File: src/rtl/axi_lite_master_bridge_if.sv
// AXI4-Lite bus bundle used by axi_lite_master_bridge; master drives AW/W/AR payloads and B/R ready.
`ifndef AXI_ADDR_WIDTH
`define AXI_ADDR_WIDTH 32
`endif
`ifndef AXI_DATA_WIDTH
`define AXI_DATA_WIDTH 32
`endif

interface axi_lite_master_bridge_if #(
  parameter int unsigned ADDR_WIDTH = `AXI_ADDR_WIDTH,
  parameter int unsigned DATA_WIDTH = `AXI_DATA_WIDTH
);
  logic [ADDR_WIDTH-1:0]   AWADDR;
  logic [2:0]              AWPROT;
  logic                    AWVALID;
  logic                    AWREADY;
  logic [DATA_WIDTH-1:0]   WDATA;
  logic [DATA_WIDTH/8-1:0] WSTRB;
  logic                    WVALID;
  logic                    WREADY;
  logic [1:0]              BRESP;
  logic                    BVALID;
  logic                    BREADY;
  logic [ADDR_WIDTH-1:0]   ARADDR;
  logic [2:0]              ARPROT;
  logic                    ARVALID;
  logic                    ARREADY;
  logic [DATA_WIDTH-1:0]   RDATA;
  logic [1:0]              RRESP;
  logic                    RVALID;
  logic                    RREADY;

  modport master (
    output AWADDR, AWPROT, AWVALID, WDATA, WSTRB, WVALID, BREADY,
           ARADDR, ARPROT, ARVALID, RREADY,
    input  AWREADY, WREADY, BRESP, BVALID, ARREADY, RDATA, RRESP, RVALID
  );

  modport slave (
    input  AWADDR, AWPROT, AWVALID, WDATA, WSTRB, WVALID, BREADY,
           ARADDR, ARPROT, ARVALID, RREADY,
    output AWREADY, WREADY, BRESP, BVALID, ARREADY, RDATA, RRESP, RVALID
  );
endinterface

File: src/rtl/axi_lite_master_bridge.sv
// Single-outstanding AXI4-Lite master bridging the core load/store request port.
// Define AXI_MASTER_RESP_CHECK_EN to report non-OKAY BRESP/RRESP on RSP_ERR.
`ifndef AXI_ADDR_WIDTH
`define AXI_ADDR_WIDTH 32
`endif
`ifndef AXI_DATA_WIDTH
`define AXI_DATA_WIDTH 32
`endif

module axi_lite_master_bridge #(
  parameter int unsigned ADDR_WIDTH = `AXI_ADDR_WIDTH,
  parameter int unsigned DATA_WIDTH = `AXI_DATA_WIDTH
) (
  input  logic                    CLK,
  input  logic                    RST,
  input  logic                    REQ_VALID,
  output logic                    REQ_READY,
  input  logic                    REQ_WE,
  input  logic [ADDR_WIDTH-1:0]   REQ_ADDR,
  input  logic [DATA_WIDTH-1:0]   REQ_WDATA,
  input  logic [DATA_WIDTH/8-1:0] REQ_WSTRB,
  output logic                    RSP_VALID,
  output logic [DATA_WIDTH-1:0]   RSP_RDATA,
  output logic                    RSP_ERR,
  axi_lite_master_bridge_if.master M_AXI
);
  typedef enum logic [2:0] {IDLE, WR, WB, RA, RD} state_t;

  state_t                  state, state_n;
  logic                    awvalid_q, awvalid_n;
  logic                    wvalid_q, wvalid_n;
  logic                    arvalid_q, arvalid_n;
  logic                    bready_q, bready_n;
  logic                    rready_q, rready_n;
  logic                    rsp_valid_q, rsp_valid_n;
  logic [ADDR_WIDTH-1:0]   addr_q;
  logic [DATA_WIDTH-1:0]   wdata_q;
  logic [DATA_WIDTH/8-1:0] wstrb_q;
  logic [DATA_WIDTH-1:0]   rdata_q;
  logic                    accept, b_fire, r_fire;

  assign REQ_READY = (state == IDLE);
  assign accept    = REQ_VALID & REQ_READY;
  assign b_fire    = bready_q & M_AXI.BVALID;
  assign r_fire    = rready_q & M_AXI.RVALID;

  assign M_AXI.AWADDR  = addr_q;
  assign M_AXI.AWPROT  = 3'b000;
  assign M_AXI.AWVALID = awvalid_q;
  assign M_AXI.WDATA   = wdata_q;
  assign M_AXI.WSTRB   = wstrb_q;
  assign M_AXI.WVALID  = wvalid_q;
  assign M_AXI.BREADY  = bready_q;
  assign M_AXI.ARADDR  = addr_q;
  assign M_AXI.ARPROT  = 3'b000;
  assign M_AXI.ARVALID = arvalid_q;
  assign M_AXI.RREADY  = rready_q;

  assign RSP_VALID = rsp_valid_q;
  assign RSP_RDATA = rdata_q;

  always_comb begin
    state_n     = state;
    awvalid_n   = awvalid_q;
    wvalid_n    = wvalid_q;
    arvalid_n   = arvalid_q;
    bready_n    = bready_q;
    rready_n    = rready_q;
    rsp_valid_n = 1'b0;
    case (state)
      IDLE: begin
        if (accept) begin
          if (REQ_WE) begin
            state_n   = WR;
            awvalid_n = 1'b1;
            wvalid_n  = 1'b1;
          end else begin
            state_n   = RA;
            arvalid_n = 1'b1;
          end
        end
      end
      WR: begin
        // AW and W retire independently; a low VALID here means that channel is already done.
        awvalid_n = awvalid_q & ~M_AXI.AWREADY;
        wvalid_n  = wvalid_q & ~M_AXI.WREADY;
        if (!awvalid_n && !wvalid_n) begin
          state_n  = WB;
          bready_n = 1'b1;
        end
      end
      WB: begin
        if (b_fire) begin
          state_n     = IDLE;
          bready_n    = 1'b0;
          rsp_valid_n = 1'b1;
        end
      end
      RA: begin
        if (M_AXI.ARREADY) begin
          state_n   = RD;
          arvalid_n = 1'b0;
          rready_n  = 1'b1;
        end
      end
      RD: begin
        if (r_fire) begin
          state_n     = IDLE;
          rready_n    = 1'b0;
          rsp_valid_n = 1'b1;
        end
      end
      default: state_n = IDLE;
    endcase
  end

  always_ff @(posedge CLK) begin
    if (RST) begin
      state       <= IDLE;
      awvalid_q   <= 1'b0;
      wvalid_q    <= 1'b0;
      arvalid_q   <= 1'b0;
      bready_q    <= 1'b0;
      rready_q    <= 1'b0;
      rsp_valid_q <= 1'b0;
      addr_q      <= '0;
      wdata_q     <= '0;
      wstrb_q     <= '0;
      rdata_q     <= '0;
    end else begin
      state       <= state_n;
      awvalid_q   <= awvalid_n;
      wvalid_q    <= wvalid_n;
      arvalid_q   <= arvalid_n;
      bready_q    <= bready_n;
      rready_q    <= rready_n;
      rsp_valid_q <= rsp_valid_n;
      if (accept) begin
        addr_q  <= REQ_ADDR;
        wdata_q <= REQ_WDATA;
        wstrb_q <= REQ_WSTRB;
      end
      if (r_fire) begin
        rdata_q <= M_AXI.RDATA;
      end
    end
  end

`ifdef AXI_MASTER_RESP_CHECK_EN
  logic rsp_err_q, rsp_err_n;

  always_comb begin
    rsp_err_n = 1'b0;
    if (b_fire) begin
      rsp_err_n = (M_AXI.BRESP != 2'b00);
    end else if (r_fire) begin
      rsp_err_n = (M_AXI.RRESP != 2'b00);
    end
  end

  always_ff @(posedge CLK) begin
    if (RST) begin
      rsp_err_q <= 1'b0;
    end else begin
      rsp_err_q <= rsp_err_n;
    end
  end

  assign RSP_ERR = rsp_err_q;
`else
  assign RSP_ERR = 1'b0;
`endif
endmodule

File: src/flat_wrapper.sv
// flat-port wrapper written by rule: the top's interface ports become plain ports
module axi_lite_master_bridge_flat 
#(
  parameter int unsigned ADDR_WIDTH = `AXI_ADDR_WIDTH,
  parameter int unsigned DATA_WIDTH = `AXI_DATA_WIDTH
)
  (CLK, RST, REQ_VALID, REQ_READY, REQ_WE, REQ_ADDR, REQ_WDATA, REQ_WSTRB, RSP_VALID, RSP_RDATA, RSP_ERR, M_AXI_AWADDR, M_AXI_AWPROT, M_AXI_AWVALID, M_AXI_WDATA, M_AXI_WSTRB, M_AXI_WVALID, M_AXI_BREADY, M_AXI_ARADDR, M_AXI_ARPROT, M_AXI_ARVALID, M_AXI_RREADY, M_AXI_AWREADY, M_AXI_WREADY, M_AXI_BRESP, M_AXI_BVALID, M_AXI_ARREADY, M_AXI_RDATA, M_AXI_RRESP, M_AXI_RVALID);
  axi_lite_master_bridge_if #(.ADDR_WIDTH(ADDR_WIDTH), .DATA_WIDTH(DATA_WIDTH)) M_AXI_i ();
  input  logic CLK;
  input  logic RST;
  input  logic REQ_VALID;
  output logic REQ_READY;
  input  logic REQ_WE;
  input  logic [ADDR_WIDTH-1:0] REQ_ADDR;
  input  logic [DATA_WIDTH-1:0] REQ_WDATA;
  input  logic [DATA_WIDTH/8-1:0] REQ_WSTRB;
  output logic RSP_VALID;
  output logic [DATA_WIDTH-1:0] RSP_RDATA;
  output logic RSP_ERR;
  output wire logic [$bits(M_AXI_i.AWADDR)-1:0] M_AXI_AWADDR;
  output wire logic [$bits(M_AXI_i.AWPROT)-1:0] M_AXI_AWPROT;
  output wire logic [$bits(M_AXI_i.AWVALID)-1:0] M_AXI_AWVALID;
  output wire logic [$bits(M_AXI_i.WDATA)-1:0] M_AXI_WDATA;
  output wire logic [$bits(M_AXI_i.WSTRB)-1:0] M_AXI_WSTRB;
  output wire logic [$bits(M_AXI_i.WVALID)-1:0] M_AXI_WVALID;
  output wire logic [$bits(M_AXI_i.BREADY)-1:0] M_AXI_BREADY;
  output wire logic [$bits(M_AXI_i.ARADDR)-1:0] M_AXI_ARADDR;
  output wire logic [$bits(M_AXI_i.ARPROT)-1:0] M_AXI_ARPROT;
  output wire logic [$bits(M_AXI_i.ARVALID)-1:0] M_AXI_ARVALID;
  output wire logic [$bits(M_AXI_i.RREADY)-1:0] M_AXI_RREADY;
  input wire logic [$bits(M_AXI_i.AWREADY)-1:0] M_AXI_AWREADY;
  input wire logic [$bits(M_AXI_i.WREADY)-1:0] M_AXI_WREADY;
  input wire logic [$bits(M_AXI_i.BRESP)-1:0] M_AXI_BRESP;
  input wire logic [$bits(M_AXI_i.BVALID)-1:0] M_AXI_BVALID;
  input wire logic [$bits(M_AXI_i.ARREADY)-1:0] M_AXI_ARREADY;
  input wire logic [$bits(M_AXI_i.RDATA)-1:0] M_AXI_RDATA;
  input wire logic [$bits(M_AXI_i.RRESP)-1:0] M_AXI_RRESP;
  input wire logic [$bits(M_AXI_i.RVALID)-1:0] M_AXI_RVALID;
  assign M_AXI_AWADDR = M_AXI_i.AWADDR;
  assign M_AXI_AWPROT = M_AXI_i.AWPROT;
  assign M_AXI_AWVALID = M_AXI_i.AWVALID;
  assign M_AXI_WDATA = M_AXI_i.WDATA;
  assign M_AXI_WSTRB = M_AXI_i.WSTRB;
  assign M_AXI_WVALID = M_AXI_i.WVALID;
  assign M_AXI_BREADY = M_AXI_i.BREADY;
  assign M_AXI_ARADDR = M_AXI_i.ARADDR;
  assign M_AXI_ARPROT = M_AXI_i.ARPROT;
  assign M_AXI_ARVALID = M_AXI_i.ARVALID;
  assign M_AXI_RREADY = M_AXI_i.RREADY;
  assign M_AXI_i.AWREADY = M_AXI_AWREADY;
  assign M_AXI_i.WREADY = M_AXI_WREADY;
  assign M_AXI_i.BRESP = M_AXI_BRESP;
  assign M_AXI_i.BVALID = M_AXI_BVALID;
  assign M_AXI_i.ARREADY = M_AXI_ARREADY;
  assign M_AXI_i.RDATA = M_AXI_RDATA;
  assign M_AXI_i.RRESP = M_AXI_RRESP;
  assign M_AXI_i.RVALID = M_AXI_RVALID;
  axi_lite_master_bridge #(.ADDR_WIDTH(ADDR_WIDTH), .DATA_WIDTH(DATA_WIDTH)) u_core (.CLK(CLK), .RST(RST), .REQ_VALID(REQ_VALID), .REQ_READY(REQ_READY), .REQ_WE(REQ_WE), .REQ_ADDR(REQ_ADDR), .REQ_WDATA(REQ_WDATA), .REQ_WSTRB(REQ_WSTRB), .RSP_VALID(RSP_VALID), .RSP_RDATA(RSP_RDATA), .RSP_ERR(RSP_ERR), .M_AXI(M_AXI_i));
endmodule
File: config.mk
export PLATFORM = sky130hd
export DESIGN_NAME = axi_lite_master_bridge_flat
export DESIGN_NICKNAME = d
export VERILOG_FILES = /design/src/rtl/axi_lite_master_bridge_if.sv /design/src/rtl/axi_lite_master_bridge.sv /design/src/flat_wrapper.sv
export SDC_FILE = /design/constraint.sdc
export NUM_CORES = 1
export LEC_CHECK = 0
export BUFFER_PORTS_ARGS = -buffer_cell sky130_fd_sc_hd__buf_2
export CAP_MARGIN = 15
export CORE_MARGIN = 1.5
export CORE_UTILIZATION = 44
export CTS_BUF_LIST = sky130_fd_sc_hd__clkbuf_2 sky130_fd_sc_hd__clkbuf_4 sky130_fd_sc_hd__clkbuf_8
export CTS_CLUSTER_DIAMETER = 80
export DETAILED_ROUTE_END_ITERATION = 7
export PLACE_DENSITY = 0.82
export SETUP_SLACK_MARGIN = 0.1
export SLEW_MARGIN = 20
export SYNTH_ARGS = -nofsm -noshare
export SYNTH_HDL_FRONTEND = slang
export SYNTH_SLANG_ARGS = --single-unit
File: constraint.sdc
create_clock -name CLK -period 2.1 [get_ports CLK]
set_clock_uncertainty 0.1 [all_clocks]
set_input_delay 0.21 -clock CLK [delete_from_list [all_inputs] [get_ports CLK]]
set_output_delay 0.21 -clock CLK [all_outputs]
set_load 0.01 [all_outputs]
==> results.yml <==
min_path:
  hold_class: "in -> reg"
  worstHoldStart: "REQ_ADDR[23]"
  holdPathStages: 3
  min_to: "u_core.M_AXI.ARADDR[23]"
synth:
  yosysWarnings: 0
  yosys.area_share.simple: 0.216
  synth.top_cells.by_area: "dfxtp_1 (53%), nand2_1 (19%), a21oi_1 (13%), buf_4 (7.2%), clkbuf_1 (1.8%)"
  synthXorXnorAreaFrac: 0
  synth.area.mux_share: 0
  synth_top_family_by_area: "simple AND/OR/NAND/NOR gates"
  synthesis.instances: 530
  synthAdderAreaFrac: 0
  synth_top_area_cell: "dfxtp_1"
  synth_seq_cells: 109
  synth_top_area_share: 0.526
  yosysSeqAreaShare: 0.526
  synth.distinct_cells: 26
  synth_compound_area_frac: 0.142
  syn_area_mm2: 0.00415
  synth.avg_cell_area_um2: 7.82
worst_setup_path:
  timing.rr.start: "u_core.state[2]"
  startpoint_type: "register"
  arrival_ns: 1.94
  cp_num_buf_inv: 1
  critPathRequiredTime_ns: 2.22
  crit_type: "reg -> reg"
  timing.rr.end: "u_core.M_AXI.ARADDR[23]"
  critical-path-slowest-cell: "or4b_2"
  crit_fanout: 42
  max_stage_delay_ns: 0.70
  worstRegToRegCells: 4
  path_delay_family: "simple AND/OR/NAND/NOR gates"
  rrSetupSlack_ns: 0.28
  endpoint_kind: "register"
  crit_chain: "or4b_2, buf_4, nand2_1, a21oi_1"
placement:
  place_congestion: 0.760
  io_buffers: 247
  hpwl_mm: 7.90
sta:
  rsz0062_at_grt: "false"
  tns_ns: 0
  slew_headroom: 0.663
  worst_pin_slew_ns: 0.505
  hold_violations: 0
  finalSetupViolations: 0
  finalCritPeriodShare: 0.868
  fin_crit_ns: 1.82
  max_freq_mhz: 549
  drv_slew: 0
global_route:
  grt.busiest_layer: "met2"
  met2_usage: 0.480
  gr-usage-met1: 0.266
  grt_max_degree: 47
  grt_pass1_wl_mm: 20.5
  antenna_found_initial: 0
  track_usage: 0.255
  grt_pass1_vias: 4516
  use_met3: 0.0717
  gr-total-overflow: 0
pwr:
  p_leak_nw: 3.02
  powerDensity_mw_per_mm2: 693
  peakVddDrop_v: 0.000433
  total_power_mw: 4.39
die:
  pin_count: 259
  dieArea_mm2: 0.0100
  die_w_um: 100
  std_cell_rows: 35
  design.core.area_mm2: 0.00920
  die_y_um: 100
  start_util: 0.451
clocking:
  root_buffer: "clkbuf_8"
  clk_latency_ns: 0.35
  cts_max_level: 3
  cts-resized-gates: 0
  path_clk_slew_ns: 0.10
  cts_made_buffers: 9
  tritoncts: "built"
  cts_buffer_depth: 2
  clkSinkCount: 109
routing:
  wire_per_inst_um: 14.1
  drc: 0
  vias: 4590
  drtIter0Drc: 174
  routed_wl_mm: 13.2
  first_pass_iters: 5
  postRouteAntennaNets: 0
  post_drt_via_cell_ratio: 4.88
cells_and_area:
  nets: 938
  final_core_util: 0.688
  drive_gt1_frac: 0.333
  layout_commonest_cell: "buf_2"
  final_cell_mix: "buf_2 (246), nand2_1 (210), dfxtp_1 (109)"
  areaGrowthSynthToFinish_pct: 52.7
  fill_cells: 703
  antennaDiodeCount: 0
run:
  maxCapViolCount: 0
outcome:
  status: "finished clean"
==> power by group <==
group / switching, mW / leakage (nW) / internal, mW
combinational: 0.483 / 2.03 / 0.426
clock: 0.739 / 0.0943 / 0.471
sequential: 0.0771 / 0.889 / 2.19
==> sequential cells by signal, indices dropped and copies added, names as in the netlist, 3 cells and up <==
name	count
u_core.M_AXI.ARADDR	32
u_core.state	3
u_core.M_AXI.WSTRB	4
u_core.M_AXI.WDATA	32
u_core.RSP_RDATA	32
==> per-layer routing <==
| metal | wire (um) | vias to the layer above | share of wire |
|---|---|---|---|
| met4 | 436 | 0 | 0.033 |
| met2 | 6860 | 230 | 0.52 |
| met1 | 4940 | 2077 | 0.37 |
| li1 | - | 2241 | - |
| met5 | 0 | - | 0 |
| met3 | 1010 | 42 | 0.076 |
==> worst register-to-register path: stages (launching register included) <==
cell,delay (ns)
dfxtp_1,0.39
or4b_2,0.70
buf_4,0.29
nand2_1,0.14
a21oi_1,0.07
==> stage by stage <==
step                      hold slack, ns  cell area (um2)  setup WS [ns]  std cells
after floorplan                    0.246             4170          0.521        536
after global placement             0.338             5170          0.334        828
after detailed placement           0.343             5170          0.297        828
after CTS                        0.00171             6330          0.274        941
after global routing             0.00351             6330          0.157        941
final                             0.0208             6330          0.277        941
==> Yosys cell counts <==
library cell	number
nand2_1	210
dfxtp_1	109
a21oi_1	104
buf_4	40
clkbuf_1	20
buf_2	12
nor2_1	6
buf_6	3
a31oi_1	2
and2_1	2
inv_1	2
nand3_1	2
nor2b_1	2
nor3_1	2
o211ai_1	2
o21ai_0	2
a211oi_1	1
a21o_1	1
a311oi_1	1
and3_1	1
conb_1	1
nor3_2	1
nor3b_1	1
o22ai_1	1
or2_2	1
or4b_1	1
==> area by class of cell <==
cell class / count / area (um2) / share of cell area
clock buffer: 10 / 131 / 0.0208
tap: 111 / 139 / 0.0219
timing repair buffer: 353 / 2300 / 0.364
sequential: 109 / 2180 / 0.345
clock inverter: 6 / 56.3 / 0.00890
multi-input combinational: 350 / 1510 / 0.239
inverter: 2 / 7.51 / 0.00119
==> worst max-delay path by stage <==
stage	start	end	cells past startpoint
5_1_grt	u_core.state[2]	u_core.M_AXI.WDATA[4]	5
3_5_place_dp	u_core.state[2]	u_core.M_AXI.ARADDR[23]	4
6_report	u_core.state[2]	u_core.M_AXI.ARADDR[23]	4
2_1_floorplan	u_core.state[2]	u_core.M_AXI.ARADDR[25]	6
3_3_place_gp	u_core.state[2]	u_core.M_AXI.ARADDR[2]	4
4_1_cts	u_core.state[2]	u_core.M_AXI.ARADDR[23]	4
==> timing repair <==
action,in CTS,in global routing
setup buffers,0,0
endpoints found under the hold margin,97,0
hold buffers,97,0
==> cell families after synthesis <==
family | after synthesis
AO/OA/AOI/OAI | 114
other | 1
buffers and inverters | 77
flip-flops | 109
AND/OR/NAND/NOR | 229
No activity file was read; power rests on OpenSTA's default activity.
